===== src/rtl/key_debounce.sv =====
// Two-key front end for the stopwatch: synchronise, debounce, and derive press and long-press pulses.
// Each key runs through an identical, independent key_debounce_chan instance.

module key_debounce_chan #(
  parameter int unsigned DEB_CYCLES  = 4,
  parameter int unsigned LONG_CYCLES = 32
) (
  input  logic clk,
  input  logic rst,
  input  logic raw,
  output logic pulse,
  output logic level,
  output logic long_pulse
);

  localparam int unsigned CNT_W  = $clog2(DEB_CYCLES);
  localparam int unsigned HOLD_W = $clog2(LONG_CYCLES + 1);

  logic              sync0;
  logic              sync1;
  logic [CNT_W-1:0]  cnt;
  logic [HOLD_W-1:0] hold;
  logic              accept_c;

  // sync1 has disagreed with level for DEB_CYCLES consecutive edges, counting this one
  assign accept_c = (sync1 != level) && (cnt == CNT_W'(DEB_CYCLES - 1));

  always_ff @(posedge clk) begin
    if (rst) begin
      sync0      <= 1'b0;
      sync1      <= 1'b0;
      cnt        <= '0;
      level      <= 1'b0;
      pulse      <= 1'b0;
      hold       <= '0;
      long_pulse <= 1'b0;
    end else begin
      sync0 <= raw;
      sync1 <= sync0;

      if (sync1 == level) begin
        cnt <= '0;
      end else if (accept_c) begin
        level <= sync1;
        cnt   <= '0;
      end else begin
        cnt <= cnt + CNT_W'(1);
      end

      pulse <= accept_c & sync1;

      // Hold time since acceptance; saturates so only one long pulse per press
      if (!level) begin
        hold <= '0;
      end else if (hold != HOLD_W'(LONG_CYCLES)) begin
        hold <= hold + HOLD_W'(1);
      end

      long_pulse <= level && (hold == HOLD_W'(LONG_CYCLES - 1));
    end
  end

endmodule

module key_debounce #(
  parameter int unsigned DEB_CYCLES  = 4,
  parameter int unsigned LONG_CYCLES = 32
) (
  input  logic clk,
  input  logic rst,
  input  logic sp_raw,
  input  logic rev_raw,
  output logic sp_pulse,
  output logic rev_pulse,
  output logic sp_level,
  output logic rev_level,
  output logic sp_long,
  output logic rev_long
);

  key_debounce_chan #(
    .DEB_CYCLES (DEB_CYCLES),
    .LONG_CYCLES(LONG_CYCLES)
  ) u_sp (
    .clk       (clk),
    .rst       (rst),
    .raw       (sp_raw),
    .pulse     (sp_pulse),
    .level     (sp_level),
    .long_pulse(sp_long)
  );

  key_debounce_chan #(
    .DEB_CYCLES (DEB_CYCLES),
    .LONG_CYCLES(LONG_CYCLES)
  ) u_rev (
    .clk       (clk),
    .rst       (rst),
    .raw       (rev_raw),
    .pulse     (rev_pulse),
    .level     (rev_level),
    .long_pulse(rev_long)
  );

endmodule

===== config.mk =====
export PLATFORM = sky130hd
export DESIGN_NAME = key_debounce
export DESIGN_NICKNAME = d
export VERILOG_FILES = /design/src/rtl/key_debounce.sv
export SDC_FILE = /design/constraint.sdc
export NUM_CORES = 1
export LEC_CHECK = 0
export CORE_UTILIZATION = 52
export CTS_BUF_LIST = sky130_fd_sc_hd__clkbuf_2
export CTS_CLUSTER_DIAMETER = 40
export CTS_CLUSTER_SIZE = 24
export DETAILED_ROUTE_END_ITERATION = 7
export PLACE_DENSITY = 0.76
export SYNTH_ARGS = -nofsm -noshare
export SYNTH_HDL_FRONTEND = slang
export SYNTH_HIERARCHICAL = 1
export SYNTH_SLANG_ARGS = --single-unit

===== constraint.sdc =====
create_clock -name clk -period 1 [get_ports clk]
set_input_delay 0.15 -clock clk [delete_from_list [all_inputs] [get_ports clk]]
set_output_delay 0.15 -clock clk [all_outputs]
set_load 0.005 [all_outputs]

# Word-level counts from Yosys, hierarchy flattened
# Index checks and enable logic that the tools add are counted.
[op_classes] reduce_logical=10 bitwise_logic=6 n_addsub=4 n_eq_ne=10
[ops] operator="$add 6x1->6 const B" n=2
[ops] operator="$eq 6x5->1 const B" n=2
[ops] operator="$ne 6x6->1 const B" n=2
[ops] operator="$reduce_or 3->1" n=2
[ops] operator="$add 2x1->2 const B" n=2
[ops] operator="$eq 2x2->1 const B" n=2
[ops] operator="$logic_and 1x1->1" n=4
[ops] operator="$not 1->1" n=4
[ops] operator="$reduce_and 2->1" n=2
[ops] operator="$reduce_or 2->1" n=2
[ops] operator="$and 1x1->1" n=2
[ops] operator="$eq 1x1->1" n=2
[ops] operator="$ne 1x1->1" n=2
[totals] out_inout_bits=6 word_cells=44 input_bits=4 regBits=26

# Depth between registers and ports, before layout
# Gate-level depths: netlist of run 1.
[depth] depth_word=3 ltp_mapped=5 ltp_nobuf=5

# By module
# Netlist of run 1, hierarchy kept.
[modules_own_cells] mod="key_debounce_chan" cells_per_inst=52 seq_area_each_um2=260.2 area_each_um2=543.0 n_inst=2

# Worst setup path after synthesis of run 1
# OpenSTA, ideal clock, no wires.
[synth_timing] path_type="register to register" start="register u_rev.hold[0]" end="register u_rev.hold[1]" stages_incl_launch_ff=5 t_required_ns=0.899 n_path_buf=0 t_arrival_ns=0.966 setup_slack_ns=-0.067 setup_ns=0.101 synth_period_minus_slack_ns=1.067 path_cell_list="dfxtp_1 -> inv_1 -> ha_1 -> nand4bb_4 -> o41ai_1"
[synth_between] elab_chain_len=1 word_cells_on_any_way=2 classes_between="1 x add/sub; 1 x eq/ne"
[synth_rtl] item="start, declared" line="22" text="logic [HOLD_W-1:0] hold;"
[synth_rtl] item="start signal, assigned" line="56" text="hold <= hold + HOLD_W'(1);"
[synth_rtl] item="$add 6x1->6 / $ne 6x6->1 (equally long branches)" line="56, 55"
# Several ways; a longest one is shown, not always the timed one.
# A chain may end at the register's enable or synchronous reset.

# Final worst setup path of run 1
[layout_timing] start="register u_rev.hold[1]" end="register u_rev.hold[0]"
[layout_between] elab_chain_len=1
[layout_rtl] item="$ne 6x6->1" line="55" text="end else if (hold != HOLD_W'(LONG_CYCLES)) begin"
# Every way passes these cells.

==> impl_results.md, run 1 <==
* Post-DP HPWL at 1.439 mm
* Clock skew at 0.008702 ns
* First-pass GRT wire length at 3.180 mm
* Buf+Inv Stages, Crit Path at 2
* Hold Fails Final Rpt at 0
* Vias at 866
* Number of global-route vias before repair at 787
* Tightest Pin Transition at 0.2329 ns
* Root buffer cell: clkbuf_2
* Critical path class: reg -> reg
* Cell family with most CP delay: flip-flops
* Reg clk slew, reported paths at 0.25 ns
* Worst path max stage delay at 0.42 ns
* GP Congestion at 0.8100
* Syn Std Cell Area at 0.001086 mm^2
* Max Cap Viol at 0
* Nets at 150
* Clock share of power at 27.0%
* Min-delay worst type: in -> reg
* Die width at 47.70 um
* YS warnings at 6
* Worst VDD drop at 0.001106 V
* Crit share post-route at 122.8%
* Clock latency on the worst-skew pair at 0.34 ns
* Starting Density at 55.36%
* Fin area at 0.001629 mm^2
* Internal at 1.143 mW
* Setup TNS at -2.024 ns
* Initial antenna violation count at 0
* DRC violation count after routing at 0
* Placed Area at 0.001338 mm^2
* WP data arrival at 1.49 ns
* Cell count after synthesis at 104
* Antenna Cells at 0
* Tmin final at 1.228 ns
* Sw frac at 22.44%
* Clock Sinks at 26
* Syn_nets at 114
* Pin count of the biggest net entering global routing at 15
* Die Y at 47.70 um
* Post-route ant nets at 0
* Max Slew Vio Count at 0
* Reg power frac at 70.5%
* Slowest-stage cell, CP: dfxtp_4
* Yosys cell types at 22
* Cell-by-cell trace of the critical path: inv_4 > ha_4 > nand4bb_4 > buf_4 > nor3_2 > nor3_1
* Global route overflow at 0
* Vias per inst at 5.217
* Area Growth Syn to Fin at 50.00%
* DRT Wirelength at 2.517 mm
* PortBufs at 9
* Register area share after synthesis at 47.93%
* Final cell count without fillers at 166
* H-tree levels at 1
* Pre-CTS setup slack at -0.3895 ns
* Relative slew slack at 84.31%
* P_sw at 0.3307 mW
* Fillers at 118
* WL per Instance at 15.16 um
* Critical Path Source Type: register
* Worst Slack Setup Final at -0.2284 ns
* CP required at 1.26 ns
* RSZ-0062 raised after global routing: yes
* Row Count at 16
* Die area at 0.002275 mm^2
* Layout cells sized above 1 at 61.15%
* CTS tree: built
* Pwr per Cell Area at 904.4 mW/mm^2
* Leakage Power at 0.5868 nW
* Placed insts at 152
* Failing checks: setup timing
* Initial drt markers at 7
* First-pass DRT Iterations at 4
* Clk buf depth at 2
* Synthesized flop and latch total at 26
* Final design utilization at 83.04%
* TritonCTS Buffers at 3
* Worst setup EP type: register
* Max Clock Freq at 814.0 MHz
* Critical-path maximum fanout at 4
* Status: finished, violations left
* Io pins at 10
* Comb pwr share at 2.5%
* Core Footprint at 0.001962 mm^2
* Final Setup Violations at 19
* Reg2Reg Setup Slack at -0.23 ns
* GRT Overall Usage at 20.23%
* Post-Syn Area per Cell at 10.44 um^2
[path summary, 6_finish.rpt]
check	end	cells after the start	from
setup / recovery	u_rev/hold[0]$_SDFFE_PP0P_	6	u_rev/hold[1]$_SDFFE_PP0P_
hold / removal	u_sp/sync0$_SDFF_PP0_	2	sp_raw
setup reg to reg	u_rev/hold[0]$_SDFFE_PP0P_	6	u_rev/hold[1]$_SDFFE_PP0P_
hold reg to reg	u_rev/cnt[0]$_SDFF_PP0_	1	u_rev/cnt[0]$_SDFF_PP0_
[cell usage after synthesis]
master     count  area share [%]
o21ai_0        2            0.92
a21oi_1        2            0.92
nor2b_1        6             3.5
mux2i_1        2             1.8
xor2_1         4             3.2
and4bb_2       2             2.3
o21a_1         2             1.4
nand4bb_4      2             5.1
nor4b_1        2             1.6
ha_1           6             6.9
o211ai_1       2             1.4
or2b_4         2             2.1
nor3_1         6             2.8
nor2_1        12             4.1
nand3_1        6             2.8
xnor2_1        4             3.2
nand2_1        2            0.69
o41ai_1        2             1.6
or3_1          4             2.3
inv_1          6             2.1
dfxtp_1       26              48
buf_4          2             1.4
[state kept, by name (all words and copies together), names as in the netlist]
signal and cells:
u_rev/sync0 1, u_rev/long_pulse 1, u_sp/sync1 1, u_sp/long_pulse 1
u_rev/hold 6, u_rev/pulse 1, u_sp/cnt 2, u_sp/hold 6
u_sp/level 1, u_rev/cnt 2, u_rev/sync1 1, u_sp/pulse 1
u_rev/level 1, u_sp/sync0 1
[cells by family (layout without fill, tap and decap cells)]
family / count (synthesis) / count (layout) / share of synthesized area [%]
buffers and inverters: 8 / 43 / 3.456
xor gates and xnor gates: 8 / 8 / 6.451
and+or+nand+nor: 44 / 44 / 27.19
DFF: 26 / 26 / 47.93
adders and majority gates: 6 / 6 / 6.912
AOI/OAI and AO/OA: 10 / 10 / 6.221
muxes: 2 / 2 / 1.843
[repair_timing]
| action | 4_1_cts | 5_1_grt |
|---|---|---|
| cloned | 0 | 0 |
| buffers inserted | 3 | 7 |
| pin swaps | 3 | 10 |
| resized for setup | 36 | 42 |
| endpoints found under the setup margin | 23 | 26 |
| hold buffers | 0 | 0 |
[power groups by stage]
stage          Sequential, mW  Clock, mW  Combinational, mW
2_1_floorplan            1.07          0             0.0127
3_3_place_gp             1.07          0             0.0339
3_5_place_dp             1.07          0             0.0353
4_1_cts                  1.05      0.387             0.0353
5_1_grt                  1.04      0.453             0.0409
6_report                 1.04      0.398             0.0371
[through the flow]
| step | power, mW | hold WS, ns |
|---|---|---|
| after floorplan | 1.085 | 0.2150 |
| after global placement | 1.107 | 0.4100 |
| after detailed placement | 1.109 | 0.4251 |
| after CTS | 1.471 | 0.3371 |
| after global routing | 1.534 | 0.3029 |
| final | 1.473 | 0.3236 |
[metal layers]
layer	track usage, %	routed length, um
met3	4.906	68
met5	0	0
met4	7.222	34
met2	35.41	1341
met1	23.95	1072
[layout by cell type (no fill, tap or decap), drive strengths merged]
cell / count
a21oi: 2
and4bb: 2
buf: 29
clkbuf: 4
clkdlybuf4s50: 3
clkinv: 1
dfxtp: 26
ha: 6
inv: 6
mux2i: 2
nand2: 2
nand3: 6
nand4bb: 2
nor2: 12
nor2b: 6
nor3: 6
nor4b: 2
o211ai: 2
o21a: 2
o21ai: 2
o41ai: 2
or2b: 2
or3: 4
xnor2: 4
xor2: 4
[cell type report]
type	instances	area (um^2)	area share, %
Multi-Input combinational cell	70	719.4	44.16
Tap cell	27	33.78	2.074
Inverter	6	32.53	1.997
Clock buffer	3	15.01	0.9217
Clock inverter	1	3.754	0.2304
Sequential cell	26	551.8	33.87
Timing Repair Buffer	33	272.8	16.74
No activity file was read; power rests on OpenSTA's default activity.
==> run 2: changes to the inputs <==
--- a/config.mk
+++ b/config.mk
@@ -10,6 +10,7 @@
 export CTS_CLUSTER_DIAMETER = 40
 export CTS_CLUSTER_SIZE = 24
 export DETAILED_ROUTE_END_ITERATION = 7
+export GPL_ROUTABILITY_DRIVEN = 0
 export PLACE_DENSITY = 0.76
 export SYNTH_ARGS = -nofsm -noshare
 export SYNTH_HDL_FRONTEND = slang
==> results of run 2 <==
Final layout, timing and power as in run 1 (identical DEF).
